## config.mk

```make
export PLATFORM = sky130hd
export DESIGN_NAME = cast_inject_arbiter
export DESIGN_NICKNAME = d
export VERILOG_FILES = /design/src/rtl/cast_inject_arbiter.sv
export SDC_FILE = /design/constraint.sdc
export NUM_CORES = 1
export LEC_CHECK = 0
export ABC_CLOCK_PERIOD_IN_PS = 4260
export BUFFER_PORTS_ARGS = -buffer_cell sky130_fd_sc_hd__buf_2
export CORE_AREA = 2 2 84 86
export CTS_CLUSTER_SIZE = 10
export DETAILED_ROUTE_END_ITERATION = 10
export DIE_AREA = 0 0 86 88
export PLACE_DENSITY = 0.74
export SYNTH_ARGS = -nofsm -noshare
export SYNTH_HDL_FRONTEND = slang
export SYNTH_SLANG_ARGS = --single-unit
```

## constraint.sdc

```tcl
create_clock -name clk -period 4.26 [get_ports clk]
set_input_delay 1.278 -clock clk [delete_from_list [all_inputs] [get_ports clk]]
set_output_delay 1.278 -clock clk [all_outputs]
set_load 0.02 [all_outputs]
```

## src/rtl/cast_inject_arbiter.sv

```systemverilog
// Round-robin packet arbiter injecting NREQ send queues onto one credit-controlled cast port.
// One cycle of arbitration in IDLE; a grant is held from HEAD through TAIL and stalls without loss.
`ifndef DW
`define DW 32
`endif
`ifndef PKT_LEN
`define PKT_LEN 4
`endif
`ifndef BUFFER_ALLOC
`define BUFFER_ALLOC 8
`endif
`ifndef HEAD
`define HEAD 2'b01
`endif
`ifndef BODY
`define BODY 2'b00
`endif
`ifndef TAIL
`define TAIL 2'b10
`endif

module cast_inject_arbiter #(
    parameter int NREQ        = 4,
    parameter int DW          = `DW,
    parameter int PKT_LEN     = `PKT_LEN,
    parameter int CREDIT_INIT = `BUFFER_ALLOC
) (
    input  logic              clk,
    input  logic              rstn,
    input  logic [NREQ-1:0]   req_valid,
    input  logic [NREQ*DW-1:0] req_data,
    input  logic [NREQ*8-1:0] req_cnt,
    output logic [NREQ-1:0]   req_ready,
    output logic              valid_o,
    output logic [DW-1:0]     data_o,
    input  logic              ready_i,
    input  logic              credit_upd,
    output logic [7:0]        grant_id,
    output logic              busy
);
    localparam logic [7:0] PKT_LEN8 = 8'(PKT_LEN);
    localparam logic [7:0] CRED_MAX = 8'(CREDIT_INIT);

    typedef enum logic {IDLE, SEND} state_e;

    state_e          state_q, state_d;
    logic [7:0]      credits_q, credits_d;
    logic [7:0]      grant_q, grant_d;
    logic [7:0]      last_q, last_d;
    logic [NREQ-1:0] elig;
    logic            pick_vld;
    logic [7:0]      pick;
    logic [DW-1:0]   gdata;
    logic            gvalid;
    logic            xfer;

    // A queue may only start a packet when the whole packet is buffered and fits downstream.
    always_comb begin
        elig = '0;
        for (int i = 0; i < NREQ; i++) begin
            elig[i] = req_valid[i] && (req_data[i*DW+DW-1 -: 2] == `HEAD) &&
                      (req_cnt[i*8 +: 8] >= PKT_LEN8) && (credits_q >= PKT_LEN8);
        end
    end

    always_comb begin
        pick_vld = 1'b0;
        pick     = '0;
        for (int k = 1; k <= NREQ; k++) begin
            for (int i = 0; i < NREQ; i++) begin
                if (!pick_vld && elig[i] && (i == (int'(last_q) + k) % NREQ)) begin
                    pick_vld = 1'b1;
                    pick     = 8'(i);
                end
            end
        end
    end

    always_comb begin
        gdata  = '0;
        gvalid = 1'b0;
        for (int i = 0; i < NREQ; i++) begin
            if (grant_q == 8'(i)) begin
                gdata  = req_data[i*DW +: DW];
                gvalid = req_valid[i];
            end
        end
    end

    always_comb begin
        state_d   = state_q;
        grant_d   = grant_q;
        last_d    = last_q;
        valid_o   = 1'b0;
        data_o    = '0;
        req_ready = '0;
        busy      = 1'b0;
        grant_id  = '0;
        xfer      = 1'b0;
        case (state_q)
            IDLE: begin
                if (pick_vld) begin
                    grant_d = pick;
                    state_d = SEND;
                end
            end
            SEND: begin
                busy     = 1'b1;
                grant_id = grant_q;
                valid_o  = gvalid && (credits_q != 8'd0);
                data_o   = gdata;
                xfer     = valid_o && ready_i;
                for (int i = 0; i < NREQ; i++) begin
                    req_ready[i] = xfer && (grant_q == 8'(i));
                end
                if (xfer && (gdata[DW-1 -: 2] == `TAIL)) begin
                    last_d  = grant_q;
                    state_d = IDLE;
                end
            end
            default: state_d = IDLE;
        endcase
    end

    always_comb begin
        credits_d = credits_q;
        if (xfer && !credit_upd) begin
            credits_d = credits_q - 8'd1;
        end else if (!xfer && credit_upd && (credits_q < CRED_MAX)) begin
            credits_d = credits_q + 8'd1;
        end
    end

    always_ff @(posedge clk or negedge rstn) begin
        if (!rstn) begin
            state_q   <= IDLE;
            credits_q <= CRED_MAX;
            grant_q   <= '0;
            last_q    <= 8'(NREQ - 1);
        end else begin
            state_q   <= state_d;
            credits_q <= credits_d;
            grant_q   <= grant_d;
            last_q    <= last_d;
        end
    end
endmodule

```

Yosys cells after proc, flatten, opt, wreduce, memory -nomap -nowiden
Index checks and enable logic that the tools add are counted.
Storage, ports and cells
  register bits after elaboration: 19
  bits in latches: 0
  bits in writable memories: 0
  ROM bits: 0
  bits of input ports: 168
  output and inout bits: 46
  memories: 0
Cells by class
  $add $sub $neg: 6
  multipliers: 0
  div/mod/pow operators: 0
  $lt $le $gt $ge: 6
  equal/unequal tests: 20
  shift operators: 0
  multiplexer cells: 50
  bitwise logic cells: 5
  reductions and logical operators: 83
Operators with widths (count)
  $mux 32: 5
  $mux 8: 17
  $logic_not 32->1: 4
  $logic_and 1x1->1: 53
  $ge 8x3->1 const B: 5
  $mux 1: 26
  $eq 3x3->1 const A: 8
  $logic_not 1->1: 17
  $eq 8x2->1 const B: 2
  $eq 2x3->1 const A: 4
  $add 8x1->8 const B: 1
  $eq 2x1->1 const B: 4
  $eq 8x1->1 const B: 1
  $logic_not 8->1: 1
  $lt 8x4->1 const B: 1
  $reduce_bool 8->1: 1
  $reduce_or 2->1: 4
  $sub 8x1->8 const B: 1
  $add 2x1->2 const B: 2
  $add 2x2->2 const B: 2
  $and 1x1->1 const A: 4
  $mux 4: 1
  $reduce_and 2->1: 2
  $eq 2x2->1 const B: 1
  other kinds (3): 3

Depth between registers and ports, before layout
Gate-level depths: netlist of the first run.
  depth after elaboration: 68
  depth in mapped cells: 13
  mapped depth without buffers: 12

Worst setup path after synthesis of the first run
No wires, ideal clock.
  path kind: input port to flip-flop
  from: input req_valid[3]
  to: register credits_q[7]
  data arrival time: 3.606 ns
  data required time: 4.180 ns
  setup slack: 0.574 ns
  stages on the path: 12
  cell sequence: mux4_2 -> and2_1 -> o311ai_4 -> or2_2 -> inv_4 -> ha_1 -> a21oi_1 -> nor2b_1 -> o31a_1 -> o41a_1 -> mux2i_1 -> xnor2_1
On the way
  word-level cells in the longest chain between the ends: 8
Ends and longest elaborated chain
  from (decl): RTL line 30  | input logic [NREQ-1:0] req_valid,
  $mux 1 *: RTL line 83  | if (grant_q == 8'(i)) begin
  $logic_and 1x1->1 *: RTL line 110  | valid_o = gvalid && (credits_q != 8'd0);
  $logic_and 1x1->1 *: RTL line 112  | xfer = valid_o && ready_i;
  $mux 1 *: RTL line 100  | case (state_q)
  $logic_not 1->1: RTL line 129  | end else if (!xfer && credit_upd && (credits_q < CRED_MAX)) begin
  $logic_and 1x1->1 (2 in a row): RTL line 129
  $reduce_bool 2->1 (no source line)
  to (signal assigned): RTL line 142  | credits_q <= credits_d;
  to (decl): RTL line 47  | logic [7:0] credits_q, credits_d;
Mark *: on every way between the ends. The rest lies on a longest branch, timed or not.
A chain may end at the register's enable or synchronous reset.

Worst setup path in the final report of the first run
  from: input req_valid[3]
  to: output req_ready[3]
On the way
  word-level cells in the longest chain between the ends: 5
Ends and longest elaborated chain
  $mux 1: RTL line 83
  $logic_and 1x1->1: RTL line 110
  $logic_and 1x1->1: RTL line 112
  $logic_and 1x1->1: RTL line 114  | req_ready[i] = xfer && (grant_q == 8'(i));
  $mux 4: RTL line 100
  to (decl): RTL line 33  | output logic [NREQ-1:0] req_ready,
Every way passes these cells.

==> impl_results.md, run 1 <==
- PwrDens: 622 mW/mm²
- RSZ-0062 raised after global routing: no
- Vias in the first global route: 2,279
- CTS Buffer Depth: 2
- Fin Setup TNS: 0 ps
- Slew Limit Fails: 0
- DR WL/cell: between 15 and 20 µm
- Top Ports: 214
- 1st-iter DRT viols: 74
- Fin crit share: 0.894
- Worst-margin pin slew: 535 ps
- Crit start category: primary input
- Yosys reg bits: 13
- Hold Crit Class: flop to flop
- Cell at the root of the clock tree: clkbuf_8
- Die Span X: 86 µm
- Worst-path clk slew: 60 ps
- # clock sinks: 13
- Setup CP Type: primary input to output port
- Post-synthesis cell type count: 52
- Leakage: around 1.6 nW
- Post-Route WL: 7.52 mm
- Post-Syn Area: 0.00212 mm²
- CTS tree: built
- H-tree levels: 1
- Vias/cell: around 5
- Main area contributors after synthesis: mux4_2, dfrtp_1, and2_1
- Seq/Total Area, Yosys: 0.155
- First-pass GRT wire length: about 11 mm
- Status: finished, final reports clean
- # rows: 30
- Worst VDD drop: 0.298 mV
- Total power: between 1.5 and 2 mW
- Antenna Nets Post-Route: 0
- Via count: 2,356
- HP Start: credits_q[7]$_DFFE_PN0P_
- NumNets Final: between 500 and 600
- Min Clock Period, post-route: between 3000 and 4000 ps
- Port Buffers: approximately 200
- Hold bufs inserted after CTS: 0
- Worst setup EP type: output port
- Crit path launch: req_valid[3]
- CTS Buf Count: 3
- Gr usage total: 0.185
- Initial DRT Pass Iterations: 4
- Post_cts resized: 0
- Number of antenna violations at the first check in global routing: 0
- Initial Utilization: 0.319
- Die Area: 0.00757 mm²
- Rel. slew slack: 0.643
- Syn Inst Count: 191
- Max cap viols: 0
- Final core area utilization: 0.482
- Setup bufs post-CTS: 0
- Core Area: 0.00664 mm²
- Crit path arrival time: 2530 ps
- Grt total ovfl: 0
- Critical-path maximum fanout: 2
- Mean Syn Cell Area: 11.1 µm²
- Endpoints failing setup: 0
- Final GP Congestion: about 0.84
- Fill count: between 600 and 700
- WP data required: between 2000 and 3000 ps
- Largest net degree at the start of global routing: 40
- Drc violations: 0
- R2R Path Start: credits_q[4]$_DFFE_PN0P_
- DP HPWL: 6.40 mm
- Post-synth top area cell: mux4_2
- Yosys warnings: 0
- Area Growth Syn to Fin: 50.9%
- Top cell type's share of synthesized area: 0.350
- ANT cells: 0
- Fmax: ~260 MHz
- Worst-Skew Late Latency: 240 ps
- Endpoints failing hold: 0
- Skew final: 3.53 ps
- Share of layout cells above drive strength 1: 0.681
- Die height: about 88 µm
-- cell families (layout without fill, tap and decap cells) --
| kind of cell | Yosys count | after routing | share of synthesized area |
|---|---|---|---|
| AOI/OAI and AO/OA | 19 | 19 | 0.0761 |
| xor gates and xnor gates | 7 | 7 | 0.0289 |
| adders and majority gates | 8 | 8 | 0.0501 |
| buffers and inverters | 25 | 212 | 0.0607 |
| DFF | 13 | 13 | 0.155 |
| muxes | 43 | 43 | 0.409 |
| other | 1 | 6 | 0.00177 |
| and+or+nand+nor | 75 | 75 | 0.218 |
-- per-layer routing --
| metal | GRT usage | vias up | part of all wire | routed length (µm) |
|---|---|---|---|---|
| met3 | 0.0434 | 16 | 0.078 | 584 |
| met4 | 0.0722 | 0 | 0.030 | 227 |
| met2 | 0.342 | 88 | 0.53 | 4000 |
| met5 | 0 | - | 0 | 0 |
| li1 | - | 1108 | - | - |
| met1 | 0.204 | 1144 | 0.36 | 2710 |
-- layout by cell type, fill, tap and decap left out, types with 4 or more instances in the layout --
master and n:
mux2_4 4, mux4_2 33, conb_1 6, ha_1 6, inv_1 5, and2_1 35
buf_2 199, nor2_1 9, xnor2_1 5, a21oi_1 4, nor4_1 4, dfrtp_1 9
mux2_2 4, nand2_1 6
-- sequential cells by signal, indices dropped and copies added (netlist names) --
signal and cells:
state_q 1, last_q 2, credits_q 8, grant_q 2
-- where the power goes --
group	switching (mW)	internal, mW
Sequential	0.0946	0.195
Clock	0.0453	0.0646
Combinational	0.820	0.773
-- worst max-delay path: stages --
cell and delay (ps):
buf_2 100, mux4_2 460, and2_1 210, o31a_2 130
and4_1 200, buf_2 150
-- through the flow --
step	hold slack [ps]	cells	instance area [µm²]	worst slack (ps)
after floorplan	448	196	2140	574
after global placement	465	459	3160	268
after detailed placement	479	459	3160	216
after CTS	489	463	3200	428
after global routing	498	463	3200	323
final	483	463	3200	450
-- final cells by class --
type,count,area [µm²],area share
clock inverters,1,5.00,0.00156
clock buffers,3,41.3,0.0129
inverters,6,25.0,0.00781
well taps,80,100,0.0313
multi-input cells,158,1680,0.525
flip-flops and latches,13,330,0.103
repair buffers,202,1020,0.318
-- worst paths after layout --
kind                       cells past startpoint                        to  slack [ps]
max                                            6              req_ready[3]         450
min                                            1  credits_q[7]$_DFFE_PN0P_         480
max reg2reg                                   12  credits_q[7]$_DFFE_PN0P_         680
min reg2reg                                    1  credits_q[7]$_DFFE_PN0P_         480
max in group asynchronous                      1     last_q[1]$_DFFE_PN1P_        3070
min in group asynchronous                      1  credits_q[6]$_DFFE_PN0P_         920
-- synthesized netlist by cell type (all sizes together) --
master	instances
o21a	2
o41a	1
maj3	1
nand3b	1
nor3	3
a2bb2oi	1
fa	1
buf	10
nor3b	2
and3	1
and3b	1
xor2	2
a21oi	4
o2bb2ai	1
or2	1
clkbuf	9
nor4	4
and4	1
ha	6
or4	1
a221o	2
nor2b	2
o311ai	2
nand3	2
conb	1
mux4	33
inv	6
xnor2	5
o21ai	2
mux2	8
mux2i	2
a21o	1
or3b	2
nand2	6
o31a	2
and4b	1
nand4	1
o22ai	1
nor2	10
dfrtp	10
dfstp	3
and2	36
Power figures use the tool's default switching activity.
==> inputs of run 2 (changes only) <==
- ABC_AREA: not set -> 1
- CORE_AREA: 2 2 84 86 -> 2 2 82 84
- DIE_AREA: 0 0 86 88 -> 0 0 84 86
- PLACE_DENSITY: 0.74 -> 0.82
==> impl_results.md, run 2 <==
- Routed length on met2: 4.70 mm
- Crit path arrival time: about 2300 ps
- Post-synth top cells: nand2_1, nor2_1, inv_1
- Post-synthesis cell type count: between 40 and 50
- Delay-heaviest family, CP: buffers and inverters
- Post-synth top area cell: nand2_1
- Worst-margin pin slew: 709 ps
- Endpoints failing hold: 0
- Status: finished, final reports clean
- PwrDens: 646 mW/mm²
- Critical path buffer and inverter count: 3
- Worst-path clk slew: 60 ps
- Yosys reg bits: 13
- Final hold slack: 504 ps
- Leakage: 2.03 nW
- Post-Syn Area: 0.00241 mm²
- Largest Register: credits_q
- # rows: 29
- Setup bufs post-CTS: 0
- Gr usage total: 0.270
- Most frequent cells in the layout: buf_2, nand2_1, nor2_1
- Endpoints failing setup: 0
- DRT met1 WL: roughly 3.8 mm
- Die Area: 0.00722 mm²
- Main area contributors after synthesis: nand2_1, nor2_1, dfrtp_1
- Largest net degree at the start of global routing: 26
- Final GP Congestion: ~1.0
- Post-Route WL: 10.3 mm
- Top FF cell, synth: dfrtp_1
- CTS tree: built
- Hold bufs inserted after CTS: 0
- Top sig layer: met4
- CTS Buffer Depth: 2
- Min Clock Period, post-route: 3600 ps
- Post_cts resized: 0
- H-tree levels: 1
- 1st-iter DRT viols: 363
- Die height: between 80 and 90 µm
- Fin crit share: 0.845
- Power share of the combinational group: 0.832
- Post-synth EDFFs: 0
- Fin Setup TNS: 0 ps
- Sw Ratio: 0.593
- Top cell type's share of synthesized area: 0.123
- Crit start category: primary input
- Area Growth Syn to Fin: 44.6%
- Die Span X: ~84 µm
- Port Buffers: 199
- Core Area: 0.00628 mm²
- Hold Crit Class: flop to flop
- Worst setup EP type: output port
- CTS Buf Count: 3
- Clock Power Share: 0.050
- Fmax: 278 MHz
- Top Ports: 214
- Biggest regs: credits_q x8, grant_q x2, last_q x2
- Number of antenna violations at the first check in global routing: 1
- Initial Utilization: 0.384
- Seq/Total Area, Yosys: 0.136
- Setup CP Type: primary input to output port
- DP HPWL: 8.61 mm
- Worst-Skew Late Latency: between 200 and 300 ps
- Syn Inst Count: 413
- Vias in the first global route: 3,352
- WP data required: 2980 ps
- RSZ-0062 raised after global routing: no
- CP Cell Sequence: buf_2 -> o22ai_1 -> o21ai_1 -> o311ai_1 -> inv_2 -> nand2_4 -> nor2_1 -> buf_2
- Flop pwr share: 0.118
- Met3 routed WL: 1.40 mm
- Cell at the root of the clock tree: clkbuf_8
- Antenna Nets Post-Route: 0
- Via count: 3,624
- Top-count cell post-synth: nand2_1
- Drc violations: 0
- Mean Syn Cell Area: slightly below 6 µm²
- First-pass GRT wire length: 15.6 mm
- Yosys warnings: 0
- CP peak stage delay: 200 ps
- Asr flop ratio synth: 1.00
- Slew Limit Fails: 0
- Max reg flops: 8
- Commonest non-fill, non-tap cell in the layout: buf_2
- # clock sinks: 13
- Initial DRT Pass Iterations: 5
- Internal: 917 µW
- Most used cell, CP: buf_2
- NetSw: 1.34 mW
- DR WL/cell: 15.1 µm
- Rel. slew slack: 0.527
- Worst VDD drop: roughly 0.5 mV
- Slowest CP cell: buf_2
- NumNets Final: 778
- Vias/cell: 5.32
- Grt total ovfl: 0
- Share of layout cells above drive strength 1: 0.402
- Skew final: 0.768 ps
- Critical-path maximum fanout: 7
- Max cap viols: 0
-- run 2: layer usage --
| metal | track usage | vias to the layer above |
|---|---|---|
| met2 | 0.449 | 253 |
| met4 | 0.0968 | 0 |
| met5 | 0 | - |
| li1 | - | 1744 |
| met1 | 0.329 | 1591 |
| met3 | 0.0847 | 36 |
-- run 2: logic make-up (layout without fill, tap and decap cells) --
family / after synthesis / count (layout) / synth area share
AOI/OAI and AO/OA: 90 / 90 / 0.236
and+or+nand+nor: 214 / 214 / 0.420
buffers and inverters: 81 / 265 / 0.141
DFF: 13 / 13 / 0.136
adders and majority gates: 7 / 7 / 0.0394
xor gates and xnor gates: 7 / 7 / 0.0254
other: 1 / 8 / 0.00155
-- run 2: path summary, 6_finish.rpt --
kind	startpoint	endpoint	slack, ps	depth (start not counted)
setup / recovery	req_valid[0]	req_ready[0]	660	8
hold / removal	credits_q[3]$_DFFE_PN1P_	credits_q[3]$_DFFE_PN1P_	500	2
setup reg to reg	grant_q[1]$_DFFE_PN0P_	credits_q[7]$_DFFE_PN0P_	740	20
hold reg to reg	credits_q[3]$_DFFE_PN1P_	credits_q[3]$_DFFE_PN1P_	500	2
max in group asynchronous	rstn	credits_q[3]$_DFFE_PN1P_	3060	1
min in group asynchronous	rstn	credits_q[4]$_DFFE_PN0P_	910	1
-- run 2: tightest hold or removal path: stages (launching register included) --
cell	delay, ps
dfstp_2	390
nand2_1	60
nand2_1	50
-- run 2: final cells by class --
cell class                      instances  area [µm²]
Antenna cell                            2        5.00
Clock buffer                            4        45.0
Fill cell                             627        2790
Inverter                               56         210
Multi-Input combinational cell        324        1760
Sequential cell                        13         329
Tap cell                               77        96.3
Timing Repair Buffer                  205        1040
-- run 2: per-stage QoR --
stage                     total power [mW]  cells  cell area (µm²)  setup WS [ps]   util
after CTS                             2.25    679             3480            700  0.555
after detailed placement              2.13    675             3440            486  0.548
final                                 2.25    681             3490            662  0.556
after floorplan                       1.58    418             2430            824      -
after global placement                2.10    675             3440            535  0.548
after global routing                  2.45    679             3480            460  0.555
-- run 2: power by group through the flow --
stage	clock [mW]	sequential, mW	combinational [mW]
finish	0.112	0.266	1.88
global route	0.120	0.274	2.06
CTS	0.115	0.264	1.87
detailed placement	0	0.266	1.86
global placement	0	0.264	1.83
floorplan	0	0.244	1.33
